### src/rtl/seq_mult_pkg.sv
// Shared types and helpers for the seq_mult shift-and-add multiplier.
package seq_mult_pkg;

    // Controller states
    typedef enum logic [1:0] {
        IDLE = 2'd0,
        RUN  = 2'd1,
        DONE = 2'd2
    } state_t;

    // Step-counter width: must hold the values 0..width
    function automatic int unsigned cnt_width(input int unsigned width);
        return $clog2(width + 1);
    endfunction

endpackage : seq_mult_pkg

### src/rtl/full_adder.sv
// Single-bit full-adder cell.
module full_adder (
    input  logic a,
    input  logic b,
    input  logic ci,
    output logic s,
    output logic co
);

    assign s  = a ^ b ^ ci;
    assign co = (a & b) | (ci & (a ^ b));

endmodule : full_adder

### src/rtl/seq_mult_rca_adder.sv
// N-bit ripple-carry adder chained from full-adder cells.
module rca_adder #(
    parameter int unsigned N = 9
) (
    input  logic [N-1:0] a,
    input  logic [N-1:0] b,
    input  logic         ci,
    output logic [N-1:0] s,
    output logic         co
);

    logic [N:0] carry;

    assign carry[0] = ci;
    assign co       = carry[N];

    // Ripple chain, LSB first
    for (genvar i = 0; i < N; i++) begin : g_bit
        full_adder u_fa (
            .a  (a[i]),
            .b  (b[i]),
            .ci (carry[i]),
            .s  (s[i]),
            .co (carry[i+1])
        );
    end

endmodule : rca_adder

### src/rtl/seq_mult.sv
// Radix-2 shift-and-add multiplier: WIDTH steps per product, start/busy/done handshake.
// Build option: define SEQ_MULT_SIGNED_EN for two's-complement operands and product.
module seq_mult
    import seq_mult_pkg::*;
#(
    parameter int unsigned WIDTH = 8
) (
    input  logic               clk,
    input  logic               rst,
    input  logic               start,
    input  logic [WIDTH-1:0]   a,
    input  logic [WIDTH-1:0]   b,
    output logic               busy,
    output logic               done,
    output logic [2*WIDTH-1:0] p
);

    localparam int unsigned CNT_W = cnt_width(WIDTH);
    localparam int unsigned AW    = WIDTH + 1;

    state_t             state;
    state_t             next_state;
    logic [WIDTH-1:0]   mcand;
    logic [WIDTH-1:0]   acc;
    logic [WIDTH-1:0]   mq;
    logic [CNT_W-1:0]   cnt;

    logic               last_c;
    logic [AW-1:0]      add_a_c;
    logic [AW-1:0]      add_b_c;
    logic               add_ci_c;
    logic [AW-1:0]      sum_c;
    logic               unused_carry;
    logic [WIDTH-1:0]   acc_nxt_c;
    logic [WIDTH-1:0]   mq_nxt_c;
    logic               busy_d_c;
    logic               done_d_c;

    assign last_c = (state == RUN) && (cnt == CNT_W'(WIDTH - 1));

    // Adder operands for one step; signed build subtracts mcand on the final step
    always_comb begin
        add_a_c  = '0;
        add_b_c  = '0;
        add_ci_c = 1'b0;
`ifdef SEQ_MULT_SIGNED_EN
        add_a_c = {acc[WIDTH-1], acc};
        if (mq[0]) begin
            if (last_c) begin
                add_b_c  = ~{mcand[WIDTH-1], mcand};
                add_ci_c = 1'b1;
            end else begin
                add_b_c  = {mcand[WIDTH-1], mcand};
            end
        end
`else
        add_a_c = {1'b0, acc};
        if (mq[0]) begin
            add_b_c = {1'b0, mcand};
        end
`endif
    end

    // The WIDTH+1-bit sum already holds the step's carry, so the adder carry-out is not needed
    rca_adder #(
        .N (AW)
    ) u_adder (
        .a  (add_a_c),
        .b  (add_b_c),
        .ci (add_ci_c),
        .s  (sum_c),
        .co (unused_carry)
    );

    assign acc_nxt_c = sum_c[AW-1:1];
    assign mq_nxt_c  = {sum_c[0], mq[WIDTH-1:1]};

    // State register
    always_ff @(posedge clk or posedge rst) begin
        if (rst) begin
            state <= IDLE;
        end else begin
            state <= next_state;
        end
    end

    // Next-state logic
    always_comb begin
        next_state = state;
        case (state)
            IDLE:    if (start) next_state = RUN;
            RUN:     if (last_c) next_state = DONE;
            DONE:    next_state = IDLE;
            default: next_state = IDLE;
        endcase
    end

    // Handshake outputs decoded from the upcoming state so they can be registered
    always_comb begin
        busy_d_c = 1'b0;
        done_d_c = 1'b0;
        if (next_state != IDLE) busy_d_c = 1'b1;
        if (next_state == DONE) done_d_c = 1'b1;
    end

    // Datapath and registered outputs
    always_ff @(posedge clk or posedge rst) begin
        if (rst) begin
            mcand <= '0;
            acc   <= '0;
            mq    <= '0;
            cnt   <= '0;
            p     <= '0;
            busy  <= 1'b0;
            done  <= 1'b0;
        end else begin
            busy <= busy_d_c;
            done <= done_d_c;
            case (state)
                IDLE: begin
                    if (start) begin
                        mcand <= a;
                        mq    <= b;
                        acc   <= '0;
                        cnt   <= '0;
                    end
                end
                RUN: begin
                    acc <= acc_nxt_c;
                    mq  <= mq_nxt_c;
                    cnt <= cnt + CNT_W'(1);
                    if (last_c) begin
                        p <= {acc_nxt_c, mq_nxt_c};
                    end
                end
                default: ;
            endcase
        end
    end

endmodule : seq_mult

### config.mk
export PLATFORM = sky130hd
export DESIGN_NAME = seq_mult
export DESIGN_NICKNAME = d
export VERILOG_FILES = /design/src/rtl/seq_mult_pkg.sv /design/src/rtl/full_adder.sv /design/src/rtl/seq_mult_rca_adder.sv /design/src/rtl/seq_mult.sv
export SDC_FILE = /design/constraint.sdc
export NUM_CORES = 1
export LEC_CHECK = 0
export ABC_AREA = 1
export CORE_MARGIN = 5
export CORE_UTILIZATION = 35
export CTS_CLUSTER_SIZE = 30
export DETAILED_ROUTE_END_ITERATION = 16
export PLACE_DENSITY = 0.55
export SLEW_MARGIN = 20
export SYNTH_ARGS = -nofsm -noshare
export SYNTH_HDL_FRONTEND = slang
export SYNTH_SLANG_ARGS = --single-unit
### constraint.sdc
create_clock -name clk -period 9.15 [get_ports clk]
set_input_delay 0.915 -clock clk [delete_from_list [all_inputs] [get_ports clk]]
set_output_delay 0.915 -clock clk [all_outputs]
set_load 0.05 [all_outputs]
==> Word-level counts from Yosys, hierarchy flattened <==
Cells that the tools add are included.
{ "classes": {"n_addsub": 1, "mux": 12, "bitwise": 38, "n_eq_ne": 4, "n_reduce_logical": 7} }
{ "ops": {"columns": ["cell", "count"], "rows": [
  ["$pmux W8 S2", 2],
  ["$mux W8", 3],
  ["$and A1 B1 Y1", 15],
  ["$xor A1 B1 Y1", 15],
  ["$pmux W4 S2", 1],
  ["$or A1 B1 Y1", 7],
  ["$reduce_and A2 Y1", 3],
  ["$add A4 B1 Y4 const B", 1],
  ["$eq A4 B3 Y1 const B", 1],
  ["$mux W2", 2],
  ["$mux W4", 1],
  ["$pmux W2 S2", 1],
  ["$reduce_bool A2 Y1", 2],
  ["$eq A2 B1 Y1 const B", 1],
  ["$eq A2 B2 Y1 const B", 1],
  ["$logic_not A2 Y1", 1],
  ["$mux W1", 2],
  ["$ne A2 B2 Y1 const B", 1],
  ["$logic_and A1 B1 Y1", 1],
  ["$xor A1 B1 Y1 const A", 1]
]} }
{ "totals": {"ff_bits": 48, "out_inout_bits": 18} }

==> Longest topological paths before layout <==
Gate-level depths: netlist of the first run.
{ "logic_depth": {"word_depth": 18, "mapped_depth": 15, "depth_no_buf": 14} }

==> Modules after synthesis <==
From an unflattened synthesis of the first run, not the netlist that was laid out.
{ "hier_totals": {"cells_unflattened": 246, "area_unflattened_um2": 2203.4} }
{ "by_module_without_submodules": {"columns": ["mod", "area_per_inst_um2", "n_inst", "cells_per_inst", "seq_area_each_um2"], "rows": [
  ["seq_mult", 2023.2, 1, 237, 1201.2],
  ["full_adder", 20.0, 9, 1, 0.0]
]} }

==> Worst setup path after synthesis of the first run <==
No wires, ideal clock.
{ "synth_path": {"path_kind": "register -> register", "start": "register mq[0]", "end": "register p[14]", "stages_incl_launch_ff": 16, "n_path_buf": 1, "t_required_ns": 9.031, "setup_slack_ns": 5.315, "t_arrival_ns": 3.716, "setup_ns": 0.119, "path_cell_list": "dfrtp_1 -> clkbuf_1 -> nand2_1 -> inv_1 -> ha_1 -> inv_1 -> fa_1 -> fa_1 -> fa_1 -> fa_1 -> fa_1 -> fa_1 -> fa_1 -> nor2_1 -> nand2_1 -> nand2_1"} }
{ "synth_between": {"elab_chain_cells": 15, "elab_cells_between_ends": 28} }
{ "synth_rtl": {"columns": ["item", "line_no", "rtl"], "rows": [
  ["from (decl)", "seq_mult.sv:25", "logic [WIDTH-1:0] mq;"],
  ["from (signal assigned)", "seq_mult.sv:130", "mq <= mq_nxt_c;"],
  ["$mux W8 (*)", "seq_mult.sv:58", "if (mq[0]) begin"],
  ["$and A1 B1 Y1 / $xor A1 B1 Y1 (equally long branches)", "full_adder.sv:11", "assign co = (a & b) | (ci & (a ^ b));"],
  ["$and A1 B1 Y1", "full_adder.sv:11", null],
  ["$or A1 B1 Y1", "full_adder.sv:11", null],
  ["$and A1 B1 Y1", "full_adder.sv:11", null],
  ["$or A1 B1 Y1", "full_adder.sv:11", null],
  ["$and A1 B1 Y1", "full_adder.sv:11", null],
  ["$or A1 B1 Y1", "full_adder.sv:11", null],
  ["$and A1 B1 Y1", "full_adder.sv:11", null],
  ["$or A1 B1 Y1", "full_adder.sv:11", null],
  ["$and A1 B1 Y1", "full_adder.sv:11", null],
  ["$or A1 B1 Y1", "full_adder.sv:11", null],
  ["$and A1 B1 Y1", "full_adder.sv:11", null],
  ["$or A1 B1 Y1", "full_adder.sv:11", null],
  ["$xor A1 B1 Y1 (*)", "full_adder.sv:10", "assign s = a ^ b ^ ci;"],
  ["to (signal assigned)", "seq_mult.sv:133", "p <= {acc_nxt_c, mq_nxt_c};"],
  ["to (decl)", "seq_mult.sv:15", "output logic [2*WIDTH-1:0] p"]
]} }
Mark *: on every way between the ends. The rest lies on a longest branch, timed or not.
A chain may end at the register's enable or synchronous reset.

==> Worst setup path in the final report of the first run <==
Same ends and word-level chain as after synthesis.

==> metrics.cfg, run 1 <==
[outcome]
status=finished, final reports clean

[clock_tree]
cts.path.max_buffers=2
cts-root-buf=clkbuf_8
cts_tree=built
cts_hold_buf=0
clkSinkCount=48
cts_resized=0
postCtsSetupBuffers=0
cts_made_buffers=5
h-tree-depth=2
clk_pin_slew_worst_paths_ps=80
clk_latency_ps=300

[route]
routed-via-count=1619
initialDrtViolationCount=81
routed_wl_um=4400
routedWlPerCell_um=12.6
dr.pass1.iters=4
ant_nets=0
viasPerCell=4.65
drc_errors=0

[logic_synthesis]
synth_top_family_by_area=simple AND/OR/NAND/NOR gates
synth_xor_area_share_pct=0
ys_ff_latch=48
yosysSeqAreaShare_pct=56.2
muxShareOfSynthArea_pct=0
synth_top_area_share_pct=56.2
yosys.area.top_type=dfrtp_1
synth_area_sq_um=2140
syn_inst=236
synthTopCellsByArea=dfrtp_1 (56%), nand2_1 (18%), fa_1 (6.6%), nand3_1 (5.4%), inv_1 (2.6%)
synth_fa_ha_area_share_pct=7.72
ys_warn_count=0
synth_compound_area_share_pct=2.75
synth-simple-area-share_pct=28.7
avgSynthCellArea_sq_um=9.06
yosys.cell_types.count=19
synth.net_count=264

[sta]
rsz0062_at_grt=false
hold_viol=0
timing.final.crit_share_pct=42.2
slew_headroom_pct=45.1
worst_pin_slew_ps=823
timing.final.crit_period_ps=3860
tns_ps=0
report.final.slew_viol_count=0
fmaxAchievable_mhz=259
setup_viol=0
finClkSkew_ps=4.95

[floorplan]
rows=28
die_w_um=88.2
die_area_sq_um=7770
initial_utilization_pct=36.1
ios=37
core_area_sq_um=5920
die_h_um=88.2

[worst_setup_path]
crit_path_frequent_cell=fa_1
path_max_fanout=9
path_buf_inv=2
critPathKind=flip-flop to flip-flop
cp-end-kind=flip-flop
critical_path_arrival_ps=4060
cp_top_family=adder cells
critPathRequiredTime_ps=9350
cpPeakStageDelay_ps=510
cp_slowest_cell=fa_1
startpoint_type=flip-flop
crit_chain=nand2_1, inv_1, ha_1, inv_1, fa_1, fa_1, fa_1, fa_1, fa_1, fa_1, fa_1, nor2_1, nand2_1, nand2_1

[layout]
seqCellArea_sq_um=1200
drive_gt1_share_pct=5.49
final_cell_count_no_fill=348
final_util_pct=44.8
syn_to_final_growth_pct=24.0
multi_input_area_sq_um=837
stdcell_area_sq_um=2650
antennaDiodeCount=0
fill_cells=612
layout.nets=300

[pwr]
p_per_area_nw_per_um2=354
ir_drop_mv=0.112
p_leak_nw=1.26
fin_total_pwr_w=0.000938

[job]
drv_cap=0

[placed_design]
placed_area_sq_um=2560
placed_cells=340
gp_routability_congestion=0.773
port_buffers=36
hpwl_um=3060

[global_route]
track_usage_pct=12.5
grt_pass1_wl_um=7530
grt_pass1_vias=1606
antenna_found_initial=0
grt_max_degree=49
grt-ovfl-total=0

[min_path]
hp-class=flip-flop to flip-flop

[final cells by class]
class	count	share of cell area (%)
Clock buffer	7	3.26
Sequential cell	48	45.3
Multi-Input combinational cell	165	31.6
Clock inverter	1	0.283
Inverter	15	2.17
Tap cell	75	3.54
Timing Repair Buffer	37	13.9
[metrics by stage]
stage / setup slack, ps / hold WS [ps]
floorplan: 5320 / 442
global placement: 5320 / 454
detailed placement: 5290 / 459
CTS: 5270 / 481
global route: 5060 / 499
finish: 5290 / 475
[cells in the mapped netlist]
cell        n
nor2_1     11
fa_1        7
ha_1        2
clkbuf_1    4
nand2_4     1
nand2_1   105
inv_1      15
buf_4       1
dfrtp_1    48
o21ai_0     2
buf_2       2
nor2_8      1
buf_6       1
nand2_2     2
nor2_2      2
o22ai_1     7
nand4_1     1
a21oi_1     1
nand3_1    23
[metal layers]
metal	GRT usage (%)	share of wire, %	vias up
li1	-	-	807
met1	17.4	48	771
met2	18.8	45	34
met3	3.01	4.9	7
met4	4.67	2.1	0
met5	0	0	-
[worst reg2reg max path: cells and delay by family, from the launching register on]
| family | cells | cell delay, ps |
|---|---|---|
| adders and majority gates | 8 | 2960 |
| buffers and inverters | 2 | 100 |
| DFF | 1 | 480 |
| and+or+nand+nor | 4 | 230 |
[flip-flops by register name, summed over array words and instances, names as in the netlist]
register and flops:
state 2, busy 1, mq 8, done 1, acc 8, p 16
mcand 8, cnt 4
[cell families after synthesis]
logic type,count (synthesis)
simple gates,146
flops,48
buf+inv,23
compound gates,10
fa+ha+maj,9
[report_power, final]
| part | leakage [nW] | switching (W) | internal [W] |
|---|---|---|---|
| combinational | 0.601 | 0.000296 | 0.000153 |
| clock | 0.0445 | 0.0000702 | 0.0000615 |
| sequential | 0.611 | 0.0000562 | 0.000301 |
| total | 1.26 | 0.000422 | 0.000516 |
[path summary, 6_finish.rpt]
| check | from | end | slack [ps] | depth (start not counted) |
|---|---|---|---|---|
| max | mq[0]$_DFFE_PP0P_ | p[14]$_DFFE_PP0P_ | 5290 | 14 |
| max reg2reg | mq[0]$_DFFE_PP0P_ | p[14]$_DFFE_PP0P_ | 5290 | 14 |
| min reg2reg | p[9]$_DFFE_PP0P_ | p[9]$_DFFE_PP0P_ | 480 | 2 |
| min | p[9]$_DFFE_PP0P_ | p[9]$_DFFE_PP0P_ | 480 | 2 |
| min in group asynchronous | rst | p[12]$_DFFE_PP0P_ | 1070 | 2 |
| max in group asynchronous | rst | acc[4]$_DFFE_PP0P_ | 7600 | 2 |
[cell usage in the layout, fill, tap and decap left out]
cell	n
nand2_1	105
dfrtp_1	48
clkdlybuf4s50_1	36
nand3_1	23
inv_1	14
nor2_1	11
o22ai_1	7
fa_1	7
clkbuf_8	6
nand2_2	2
nor2_2	2
o21ai_0	2
ha_1	2
nor2_8	1
nand2_4	1
clkinv_2	1
nand4_1	1
a21oi_1	1
clkinvlp_4	1
clkbuf_1	1
buf_4	1
Note: power is estimated with default switching activity, not from simulation.
==> inputs of run 2 (changes only) <==
- PLACE_DENSITY: 0.55 -> 0.57
- clock period: 9.15 -> 3.2 ns (I/O delays scaled with it)
==> metrics.cfg, run 2 (synthesis gave the netlist of run 1 again) <==
[worst_setup_path]
path_max_fanout=2  ; -7
critPathRequiredTime_ps=3390  ; -5960 ps
critPathKind=flip-flop to flip-flop
startpoint_type=flip-flop
path_buf_inv=2  ; unchanged
crit_path_frequent_cell=fa_2
cp_top_family=adder cells
cpPeakStageDelay_ps=530  ; +20 ps
crit_chain=nand2_1, inv_1, ha_1, inv_1, fa_2, fa_2, fa_2, fa_2, fa_2, fa_2, fa_1, nor2_1, nand2_1, nand2_1
critical_path_arrival_ps=3690  ; -370 ps
cp-end-kind=flip-flop
cp_slowest_cell=fa_1

[floorplan]
rows=28  ; unchanged
initial_utilization_pct=36.1  ; unchanged
ios=37  ; unchanged
core_area_sq_um=5920  ; unchanged
die_w_um=88.2  ; unchanged
die_h_um=88.2  ; unchanged
die_area_sq_um=7770  ; unchanged

[clock_tree]
cts_made_buffers=5  ; unchanged
clk_pin_slew_worst_paths_ps=90  ; about the same
h-tree-depth=2  ; unchanged
clkSinkCount=48  ; unchanged
cts.path.max_buffers=2  ; unchanged
cts_tree=built
cts-root-buf=clkbuf_8
clk_latency_ps=300  ; about the same

[layout]
drive_gt1_share_pct=9.68  ; +4.2 points
layout.nets=307  ; +2.3%
final_cell_mix=nand2_1 (105), dfrtp_1 (48), clkdlybuf4s50_1 (36), nand3_1 (23), inv_1 (14)
final_util_pct=45.6  ; +0.87 points
seqCellArea_sq_um=1200  ; unchanged
multi_input_area_sq_um=852  ; +1.8%
largest_reg_flops=16  ; unchanged
fill_cells=575  ; -6.0%
antennaDiodeCount=0  ; unchanged
regMostFlops=p
layout_commonest_cell=nand2_1
syn_to_final_growth_pct=26.4

[min_path]
hp-class=input port to async pin

[route]
routedWlPerCell_um=12.2  ; -3.8%
dr.pass1.iters=4  ; unchanged
ant_nets=0  ; unchanged
routed-via-count=1612  ; -0.43%
viasPerCell=4.55  ; -2.1%
routed_wl_um=4310  ; -2.2%
initialDrtViolationCount=125  ; +54%
drc_errors=0  ; unchanged

[pwr]
ir_drop_mv=0.460  ; +310%
p_leak_nw=1.29  ; +2.8%
p_per_area_nw_per_um2=996  ; +180%
fin_total_pwr_w=0.00269  ; +190%

[global_route]
grt_max_degree=49  ; unchanged
grt_pass1_vias=1580  ; -1.6%
grt_pass1_wl_um=7330  ; -2.6%
grt-ovfl-total=0  ; unchanged
antenna_found_initial=0  ; unchanged
track_usage_pct=12.2  ; -0.26 points

[job]
drv_cap=0  ; unchanged

[placed_design]
hpwl_um=2990  ; -2.3%
dpl_worst_slack_ps=-295  ; -5590 ps
gp_routability_congestion=0.775  ; +0.25%
port_buffers=36  ; unchanged

[sta]
timing.final.crit_period_ps=3490  ; -370 ps
fmaxAchievable_mhz=286  ; +11%
finClkSkew_ps=10.7  ; +5.76 ps
timing.final.crit_share_pct=109  ; +67 points
hold_viol=0  ; unchanged
report.final.slew_viol_count=0  ; unchanged
rsz0062_at_grt=true
worst_pin_slew_ps=826  ; +2.95 ps
slew_headroom_pct=44.9  ; -0.20 points
setup_viol=4  ; +4
worst_slack_ps=-294  ; -5580 ps

[outcome]
violations=setup timing
status=finished, violations left

==> run 2: cell count changes in the layout (fill, tap and decap cells not counted) <==
cell        delta
fa_2           +6
fa_1           -6
clkinvlp_4     -1
clkbuf_8       -1
clkinv_2       +1
buf_4          +7
==> run 2: report_power, final <==
part           total (W)  internal (W)  leakage [nW]  switching [W]
registers        0.00102      0.000862         0.611       0.000155
logic            0.00133      0.000480         0.639       0.000853
clock network   0.000341      0.000149        0.0410       0.000192
total            0.00269       0.00149          1.29        0.00120
==> run 2: area by class of cell <==
| cell class | instances | area share (%) |
|---|---|---|
| Clock inverter | 1 | 0.185 |
| Multi-Input combinational cell | 165 | 31.5 |
| Tap cell | 75 | 3.47 |
| Inverter | 15 | 2.13 |
| Clock buffer | 6 | 2.69 |
| Sequential cell | 48 | 44.4 |
| Timing Repair Buffer | 44 | 15.6 |
==> run 2: final timing paths <==
path,from,to,slack (ps),cells after the start
max,mcand[0]$_DFFE_PP0P_,p[14]$_DFFE_PP0P_,-290,14
min,rst,cnt[3]$_DFFE_PP0P_,480,2
max reg2reg,mcand[0]$_DFFE_PP0P_,p[14]$_DFFE_PP0P_,-290,14
min reg2reg,p[11]$_DFFE_PP0P_,p[11]$_DFFE_PP0P_,480,2
max in group asynchronous,rst,mcand[5]$_DFFE_PP0P_,2230,2
min in group clk,p[11]$_DFFE_PP0P_,p[11]$_DFFE_PP0P_,480,2
==> run 2: stage by stage <==
stage	hold slack [ps]	instance area, sq um	setup TNS (ps)	std cells
2_1_floorplan	437	2160	-913	236
5_1_grt	505	2700	-1580	354
6_report	477	2700	-863	354
3_3_place_gp	454	2620	-673	346
4_1_cts	481	2700	-945	354
3_5_place_dp	459	2620	-863	346
==> run 2: layer usage <==
layer / vias to the layer above / track usage [%] / wire, um
met1: 744 / 17.5 / 2160
met3: 7 / 2.54 / 184
li1: 823 / - / -
met4: 0 / 4.53 / 58
met5: - / 0 / 0
met2: 38 / 18.2 / 1900
==> run 2: worst reg2reg max path, stage by stage, from the launching register on <==
cell,delay [ps]
dfrtp_1,350
nand2_1,60
inv_1,50
ha_1,140
inv_1,50
fa_2,330
fa_2,340
fa_2,340
fa_2,340
fa_2,340
fa_2,350
fa_1,530
nor2_1,50
nand2_1,70
nand2_1,50
==> run 2: what timing repair did <==
| item | 4_1_cts | 5_1_grt |
|---|---|---|
| setup endpoints to repair | 5 | 6 |
| hold buffers | 0 | 0 |
| resized for setup | 0 | 0 |
| pin swaps | 1 | 2 |
| setup buffers | 1 | 0 |
